## src/rtl/temporal_pkg.sv

```systemverilog
// temporal_pkg: shared types for the not-equal temporal channel array
package temporal_pkg;

    typedef enum logic [2:0] {
        ST_IDLE,
        ST_ARMED,
        ST_B_SEEN,
        ST_FIRE,
        ST_HOLD,
        ST_INHIBIT
    } ne_state_t;

    typedef enum logic {
        MODE_PULSE,
        MODE_LEVEL
    } ne_mode_t;

endpackage

```

## src/rtl/ne_channel.sv

```systemverilog
// ne_channel: one not-equal channel; fires on a unless a and b arrive together
module ne_channel
    import temporal_pkg::*;
#(
    parameter int PULSE_WIDTH = 8
) (
    input  logic aclk,
    input  logic grst_n,
    input  logic set,
    input  logic gend,
    input  logic level,
    input  logic a,
    input  logic b,
    output logic y,
    output logic fired
);

    localparam int CW = $clog2(PULSE_WIDTH + 1);

    ne_state_t        state_q, state_d;
    logic [CW-1:0]    cnt_q, cnt_d;

    // next state: restart beats gamma end, which beats normal channel transitions
    always_comb begin
        state_d = state_q;
        cnt_d   = cnt_q;
        if (set) begin
            state_d = ST_ARMED;
            cnt_d   = '0;
        end else if (gend) begin
            state_d = ST_IDLE;
            cnt_d   = '0;
        end else begin
            case (state_q)
                ST_ARMED: begin
                    if (a)
                        state_d = b ? ST_INHIBIT : ST_FIRE;
                    else if (b)
                        state_d = ST_B_SEEN;
                    cnt_d = '0;
                end
                ST_B_SEEN: begin
                    if (a)
                        state_d = ST_FIRE;
                    cnt_d = '0;
                end
                ST_FIRE: begin
                    cnt_d = (cnt_q == CW'(PULSE_WIDTH)) ? cnt_q : cnt_q + 1'b1;
                    if (!level && cnt_q == CW'(PULSE_WIDTH - 1))
                        state_d = ST_HOLD;
                end
                default: ;
            endcase
        end
    end

    // channel state and pulse counter registers
    always_ff @(posedge aclk or negedge grst_n) begin
        if (!grst_n) begin
            state_q <= ST_IDLE;
            cnt_q   <= '0;
        end else begin
            state_q <= state_d;
            cnt_q   <= cnt_d;
        end
    end

    assign y     = (state_q == ST_FIRE);
    assign fired = (state_q == ST_FIRE) || (state_q == ST_HOLD);

endmodule

```

## src/rtl/ne_temporal_array.sv

```systemverilog
// ne_temporal_array: gamma-cycle sequencer driving an array of not-equal channels
module ne_temporal_array
    import temporal_pkg::*;
#(
    parameter int NUM_CH            = 4,
    parameter int GAMMA_CYCLE_WIDTH = 16,
    parameter int GAMMA_CYCLE_LEN   = 16,
    parameter int PULSE_WIDTH       = 8
) (
    input  logic              aclk,
    input  logic              grst_n,
    input  logic              set,
    input  logic              pulse_mode,
    input  logic [NUM_CH-1:0] a,
    input  logic [NUM_CH-1:0] b,
    output logic [NUM_CH-1:0] y,
    output logic              active,
    output logic              done,
    output logic [NUM_CH-1:0] fired
);

    localparam logic [GAMMA_CYCLE_WIDTH-1:0] LAST = GAMMA_CYCLE_WIDTH'(GAMMA_CYCLE_LEN - 1);

    logic [GAMMA_CYCLE_WIDTH-1:0] cnt_q, cnt_d;
    logic                         active_q, active_d;
    ne_mode_t                     mode_q, mode_d;
    logic [NUM_CH-1:0]            fired_q, fired_d;
    logic [NUM_CH-1:0]            fired_ch;

    // gamma sequencing; a set on the last cycle restarts instead of completing
    always_comb begin
        done     = active_q && (cnt_q == LAST) && !set;
        active_d = set || (active_q && !done);
        cnt_d    = (set || done) ? '0 : active_q ? cnt_q + 1'b1 : cnt_q;
        mode_d   = set ? (pulse_mode ? MODE_PULSE : MODE_LEVEL) : mode_q;
        fired_d  = done ? fired_ch : fired_q;
    end

    // gamma counter, open flag, captured mode and fired summary
    always_ff @(posedge aclk or negedge grst_n) begin
        if (!grst_n) begin
            cnt_q    <= '0;
            active_q <= 1'b0;
            mode_q   <= MODE_PULSE;
            fired_q  <= '0;
        end else begin
            cnt_q    <= cnt_d;
            active_q <= active_d;
            mode_q   <= mode_d;
            fired_q  <= fired_d;
        end
    end

    for (genvar i = 0; i < NUM_CH; i++) begin : g_ch
        ne_channel #(
            .PULSE_WIDTH(PULSE_WIDTH)
        ) u_ch (
            .aclk  (aclk),
            .grst_n(grst_n),
            .set   (set),
            .gend  (done),
            .level (mode_q == MODE_LEVEL),
            .a     (a[i]),
            .b     (b[i]),
            .y     (y[i]),
            .fired (fired_ch[i])
        );
    end

    assign active = active_q;
    assign fired  = fired_q;

endmodule
```

## config.mk

```make
export PLATFORM = sky130hd
export DESIGN_NAME = ne_temporal_array
export DESIGN_NICKNAME = d
export VERILOG_FILES = /design/src/rtl/temporal_pkg.sv /design/src/rtl/ne_channel.sv /design/src/rtl/ne_temporal_array.sv
export SDC_FILE = /design/constraint.sdc
export NUM_CORES = 1
export LEC_CHECK = 0
export ABC_AREA = 1
export ABC_CLOCK_PERIOD_IN_PS = 4000
export CELL_PAD_IN_SITES_DETAIL_PLACEMENT = 1
export CELL_PAD_IN_SITES_GLOBAL_PLACEMENT = 2
export CORE_MARGIN = 2
export CORE_UTILIZATION = 36
export DETAILED_ROUTE_END_ITERATION = 8
export PLACE_DENSITY_LB_ADDON = 0.1
export SLEW_MARGIN = 5
export SYNTH_ARGS = -nofsm -noshare
export SYNTH_HDL_FRONTEND = slang
export SYNTH_SLANG_ARGS = --single-unit
```

## constraint.sdc

```tcl
create_clock -name aclk -period 4 [get_ports aclk]
set_clock_uncertainty 0.2 [all_clocks]
set_input_delay 0.8 -clock aclk [delete_from_list [all_inputs] [get_ports aclk]]
set_output_delay 0.8 -clock aclk [all_outputs]
set_load 0.02 [all_outputs]
```

==> summary.txt, run 1 <==
Status
  – Outcome: finished clean

Detailed routing
  – DR vias: 2851
  – Pre-antenna DRT Iters: 4
  – Starting DRT DRC Count: 63
  – DRT antenna net count: 0
  – Routed WL: 7.774 mm
  – Vias per cell: 4.916
  – Post-route DRC violation count: 0
  – WL/cell: 13.40 µm

Clocking
  – Root buffer cell: clkbuf_8
  – Cts bufs inserted: 5
  – Skew-Pair Late Insertion Delay: 0.31 ns
  – Clock sink count: 50
  – Clock tree from TritonCTS: done
  – CTS Hold Bufs: 0
  – H-tree depth: 2
  – Post_cts resized: 0
  – Clk slew on worst S/H paths: 0.09 ns
  – Post-CTS setup buffer count: 0
  – Maximum clock path buffer count: 2

Pwr
  – Pwr Density: 485.4 nW/µm²
  – Leakage: 1.758 nW
  – Switching power: 0.6781 mW
  – Sw frac: 39.23%
  – Share of power burned in registers: 36.9%
  – Combinational Power Share: 37.6%
  – Power share of the clock group: 25.6%
  – Int Pwr: 1.050 mW
  – Tot Pwr: 1.728 mW
  – Worst IR Drop VDD: 0.2339 mV

Job
  – Max-cap violations: 0

Logic synthesis
  – Post-Syn Instances: 451
  – Post-synth cell types: 29
  – Synthesis Warnings: 0
  – Ys async rst share: 100.0%
  – Most numerous cell in the Yosys netlist: nand2_1
  – Synth top area share: 39.82%
  – Primary FF master, synth: dfrtp_1
  – Synth area leaders: dfrtp_1 (40%), nand2_1 (14%), nor2_1 (8.5%)
  – Post-synth EDFFs: 0
  – Syn avg cell area: 6.966 µm²
  – Synth top cells by count: nand2_1 (119), nor2_1 (71), inv_1 (65)
  – Syn Nets: 472
  – Post-synthesis register bit count: 50
  – Sequential area share after synthesis: 39.82%
  – Mapped Area: 3142 µm²
  – Synth area leader: dfrtp_1

Timing
  – Worst slew pin tran: 0.7659 ns
  – Final-report setup violation count: 0
  – Min cycle time layout: 3.249 ns
  – Unrepaired setup endpoints after global routing: no
  – Final slew viol count: 0
  – Setup tns final: 0 ns
  – Max Fclk: 307.8 MHz
  – Final period util: 81.21%
  – Final Hold Violating Endpoints: 0
  – Slew headroom: 48.94%

Die
  – IO Count: 22
  – Row cnt: 34
  – Initial Util: 36.56%
  – Core area: 8593 µm²
  – Die Wd: 97.42 µm
  – Area of the die: 9491 µm²
  – Die height: 97.42 µm

Cells and area
  – Nets: 492
  – Finished Core Util: 41.44%
  – Final Instance Area: 3561 µm²
  – # diodes: 0
  – Share of layout cells above drive strength 1: 6.780%
  – Area grow syn2layout: 13.34%

Global routing
  – Largest net degree at the start of global routing: 32
  – Gr ovfl total: 0
  – Total GRT Usage: 17.37%
  – Initial antenna violation count: 0
  – First-pass GRT wire length: 13.65 mm
  – Vias in the first global route: 2985

Worst setup path
  – Worst EP arrival: 2.25 ns
  – R2R Setup Slk: 1.95 ns
  – Worst R2R Start: cnt_q[0]
  – Critical Path End Type: output port
  – Worst R2R End: cnt_q[13]
  – Reg2Reg Depth: 6
  – Crit start category: input port
  – Crit Path Class: in -> out
  – Worst Path Required: 3.00 ns
  – CP max FO: 9

Worst hold path
  – Hold worst-path end: fired[1]
  – Hold_sp: fired[1]
  – Worst hold stages: 2
  – Worst Hold Class: reg -> reg

Placement
  – IO Port Bufs: 21
  – Routability cong.: 0.7844
  – DP HPWL: 5.912 mm
  – Cell Area, Placed: 3418 µm²
==> layout make-up <==
cell class | instances | area, µm²
flip-flops and latches | 50 | 1251
inverters | 69 | 261.5
clock inverters | 2 | 60.06
multi-input cells | 323 | 1558
well taps | 108 | 135.1
repair buffers | 22 | 212.7
clock buffers | 6 | 82.58
fillers | 1100 | 5032
==> placed cells by master, fill, tap and decap left out <==
master             n
nand2_1          119
nor2_1            71
inv_1             65
dfrtp_1           50
nand3_1           34
o21ai_0           20
clkdlybuf4s50_1   20
a21oi_1           18
nand4_1           12
nor2_2             9
ha_1               9
nor3_1             7
clkbuf_8           6
xor2_1             5
nor2_4             4
inv_2              3
nand2_2            2
nand2_4            2
o21bai_1           2
nand3b_1           2
bufinv_16          2
inv_4              1
a21oi_2            1
a31oi_1            1
o211ai_1           1
o31ai_1            1
o21ai_1            1
nor3b_1            1
xnor2_1            1
buf_2              1
buf_4              1
==> critical path, stage by stage <==
cell and delay [ns]:
clkdlybuf4s50_1 0.56, nor2_4 0.25, clkdlybuf4s50_1 0.63
==> state kept, by name, summed over array words and instances, names as in the netlist <==
name               flops
cnt_q                 16
g_ch.u_ch.cnt_q       16
active                 1
mode_q                 1
g_ch.u_ch.state_q     12
fired                  4
==> worst max path at each step <==
stage	start	to	slack, ns	cells past startpoint
after floorplan	active	done	1.77	7
after global placement	set	done	0.76	3
after detailed placement	set	done	0.75	3
after CTS	set	done	0.74	3
after global routing	set	done	0.69	3
final	set	done	0.75	3
==> logic make-up after synthesis <==
| logic type | count (synthesis) | share of synthesized area [%] |
|---|---|---|
| AND/OR/NAND/NOR | 263 | 36.68 |
| buffers and inverters | 78 | 10.59 |
| flip-flops | 50 | 39.82 |
| AO/OA/AOI/OAI | 45 | 7.647 |
| adder cells (fa/ha/maj) | 9 | 3.584 |
| XOR/XNOR | 6 | 1.673 |
==> power by group through the flow <==
| stage | clock [mW] | combinational, mW | sequential, mW |
|---|---|---|---|
| after floorplan | 0 | 0.491 | 0.631 |
| after global placement | 0 | 0.651 | 0.645 |
| after detailed placement | 0 | 0.662 | 0.647 |
| after CTS | 0.457 | 0.665 | 0.638 |
| after global routing | 0.468 | 0.758 | 0.649 |
| final | 0.442 | 0.649 | 0.637 |
==> layer usage <==
metal / GRT usage (%) / up-vias / share of wire, %
li1: - / 1449 / -
met2: 30.88 / 22 / 50
met4: 5.021 / 0 / 1.9
met1: 21.80 / 1368 / 47
met5: 0 / - / 0
met3: 2.662 / 12 / 1.5
==> metrics by stage <==
| step | hold slack [ns] | setup slack (ns) | std cells |
|---|---|---|---|
| after floorplan | 0.2714 | 1.774 | 451 |
| after global placement | 0.2934 | 0.7555 | 572 |
| after detailed placement | 0.3018 | 0.7543 | 572 |
| after CTS | 0.3253 | 0.7431 | 580 |
| after global routing | 0.3564 | 0.6897 | 580 |
| final | 0.3172 | 0.7514 | 580 |
(Power assumes the default switching activity.)
==> run 2: changes to the inputs <==
--- a/config.mk
+++ b/config.mk
@@ -6,11 +6,11 @@
 export NUM_CORES = 1
 export LEC_CHECK = 0
 export ABC_AREA = 1
-export ABC_CLOCK_PERIOD_IN_PS = 4000
+export ABC_CLOCK_PERIOD_IN_PS = 3200
 export CELL_PAD_IN_SITES_DETAIL_PLACEMENT = 1
 export CELL_PAD_IN_SITES_GLOBAL_PLACEMENT = 2
 export CORE_MARGIN = 2
-export CORE_UTILIZATION = 36
+export CORE_UTILIZATION = 33
 export DETAILED_ROUTE_END_ITERATION = 8
 export PLACE_DENSITY_LB_ADDON = 0.1
 export SLEW_MARGIN = 5
==> constraint.sdc (replaced) <==
create_clock -name aclk -period 3.2 [get_ports aclk]
set_clock_uncertainty 0.2 [all_clocks]
set_input_delay 0.64 -clock aclk [delete_from_list [all_inputs] [get_ports aclk]]
set_output_delay 0.64 -clock aclk [all_outputs]
set_load 0.02 [all_outputs]
==> run 2 against run 1 <==
  * Die area is 8.7% higher
  * Critical path type is now reg -> out
  * Worst setup slack worse by 0.54 ns
  * Sequential share of layout area is 0.27 points lower
  * Sequential cell count stayed put
  * Combinational power is 27% higher
  * Utilization is 2.6 points lower
  * Sequential power is 25% higher
  * Via count is 0.81% lower
==> summary.txt, run 2 (same netlist as run 1, synthesis figures left out) <==
Detailed routing
  – Post-route DRC violation count: 0
  – DR vias: 2828
  – Starting DRT DRC Count: 56
  – WL/cell: 13.35 µm
  – DRT antenna net count: 0
  – Routed WL: 8.062 mm
  – Pre-antenna DRT Iters: 4
  – Vias per cell: 4.682

Timing
  – Unrepaired setup endpoints after global routing: no
  – Slew headroom: 68.04%
  – Final-report setup violation count: 0
  – Worst slew pin tran: 0.4781 ns
  – Final Hold Violating Endpoints: 0
  – Setup tns final: 0 ns
  – Min cycle time layout: 2.990 ns
  – Final worst slack: 0.2104 ns
  – Max Fclk: 334.5 MHz
  – Final slew viol count: 0
  – Final period util: 93.43%

Pwr
  – Leakage: 1.763 nW
  – Worst IR Drop VDD: 0.3032 mV
  – Tot Pwr: 2.070 mW
  – Pwr Density: 576.8 nW/µm²

Die
  – IO Count: 22
  – Die Wd: 101.6 µm
  – Core area: 9240 µm²
  – Row cnt: 35
  – Die height: 101.6 µm
  – Initial Util: 34.00%
  – Area of the die: 10320 µm²

Cells and area
  – # diodes: 0
  – Biggest registers after layout: cnt_q x16, g_ch.u_ch.cnt_q x16, g_ch.u_ch.state_q x12
  – Area grow syn2layout: 14.22%
  – Nets: 495
  – Share of layout cells above drive strength 1: 7.368%
  – Commonest non-fill, non-tap cell in the layout: nand2_1
  – Fillers: 1168
  – Most frequent cells in the layout: nand2_1 (119), nor2_1 (71), inv_1 (65)

Worst setup path
  – CP max FO: 9
  – Crit Path Class: reg -> out
  – Critical Path Source: active
  – Worst R2R Start: cnt_q[0]
  – Reg2Reg Depth: 7
  – R2R Setup Slk: 1.28 ns
  – Critical Path End Type: output port
  – Worst R2R End: cnt_q[7]
  – Crit start category: flip-flop
  – Worst Path Required: 2.36 ns
  – Worst EP arrival: 2.15 ns

Clocking
  – Skew-Pair Late Insertion Delay: 0.31 ns
  – Clock sink count: 50
  – Maximum clock path buffer count: 2
  – Post_cts resized: 0
  – Post-CTS setup buffer count: 0
  – Clock tree from TritonCTS: done
  – H-tree depth: 2
  – Root buffer cell: clkbuf_8
  – CTS Hold Bufs: 0
  – Clk slew on worst S/H paths: 0.10 ns
  – Cts bufs inserted: 5

Placement
  – DP HPWL: 6.163 mm
  – Routability cong.: 0.7678
  – Post-place setup slack: 0.3493 ns
  – IO Port Bufs: 21

Global routing
  – Vias in the first global route: 2962
  – Met1 Use GR: 22.85%
  – GR met3 Demand/Resource: 2.761%
  – Met2 Use GR: 28.74%
  – Global route hottest layer: met2
  – Initial antenna violation count: 0
  – Gr ovfl total: 0
  – Total GRT Usage: 17.08%
  – First-pass GRT wire length: 14.00 mm
  – Largest net degree at the start of global routing: 51

Job
  – Max-cap violations: 0

Status
  – Outcome: finished clean

Worst hold path
  – Worst Hold Class: in -> async
==> run 2: changes by cell type in the layout (fill, tap and decap cells not counted) <==
cell,delta
clkbuf_8,-1
clkinv_2,+2
buf_12,+1
buf_4,+2
bufinv_16,-1
==> run 2: how the worst max path moves through the flow <==
stage | end | slack (ns)
finish | done | 0.21
global route | done | 0.01
CTS | done | 0.16
detailed placement | done | 0.35
global placement | done | 0.35
floorplan | done | 1.13
==> run 2: metrics by stage <==
| stage | hold WS [ns] | util, % | instance area, µm² | instances |
|---|---|---|---|---|
| 2_1_floorplan | 0.1444 | - | 3142 | 451 |
| 3_3_place_gp | 0.2947 | 37.66 | 3480 | 596 |
| 3_5_place_dp | 0.2937 | 37.66 | 3480 | 596 |
| 4_1_cts | 0.1108 | 38.84 | 3588 | 604 |
| 5_1_grt | 0.1130 | 38.84 | 3588 | 604 |
| 6_report | 0.1048 | 38.84 | 3588 | 604 |
==> run 2: power breakdown <==
| group | total [mW] | internal, mW | switching (mW) |
|---|---|---|---|
| combinational | 0.821 | 0.268 | 0.553 |
| sequential | 0.794 | 0.716 | 0.0781 |
| clock | 0.455 | 0.231 | 0.224 |
| total | 2.07 | 1.21 | 0.855 |
==> run 2: metal layers <==
layer	share of wire (%)	up-vias
li1	-	1455
met5	0	-
met3	2.0	7
met2	47	16
met1	50	1350
met4	0.92	0
==> run 2: critical path, cell delays in order, from the launching register on <==
cell and delay [ns]:
dfrtp_1 0.56, inv_4 0.07, nor2_2 0.09, nand2_2 0.06, nor2_4 0.13, nand2_4 0.09
nor2_4 0.18, clkdlybuf4s50_1 0.64
==> run 2: final cells by class <==
| cell class | instances | area [µm²] | share of cell area [%] |
|---|---|---|---|
| multi-input combinational | 323 | 1558 | 43.41 |
| sequential | 50 | 1251 | 34.87 |
| inverter | 69 | 261.5 | 7.287 |
| timing repair buffer | 25 | 247.7 | 6.904 |
| tap | 129 | 161.4 | 4.498 |
| clock buffer | 5 | 68.82 | 1.918 |
| clock inverter | 3 | 40.04 | 1.116 |
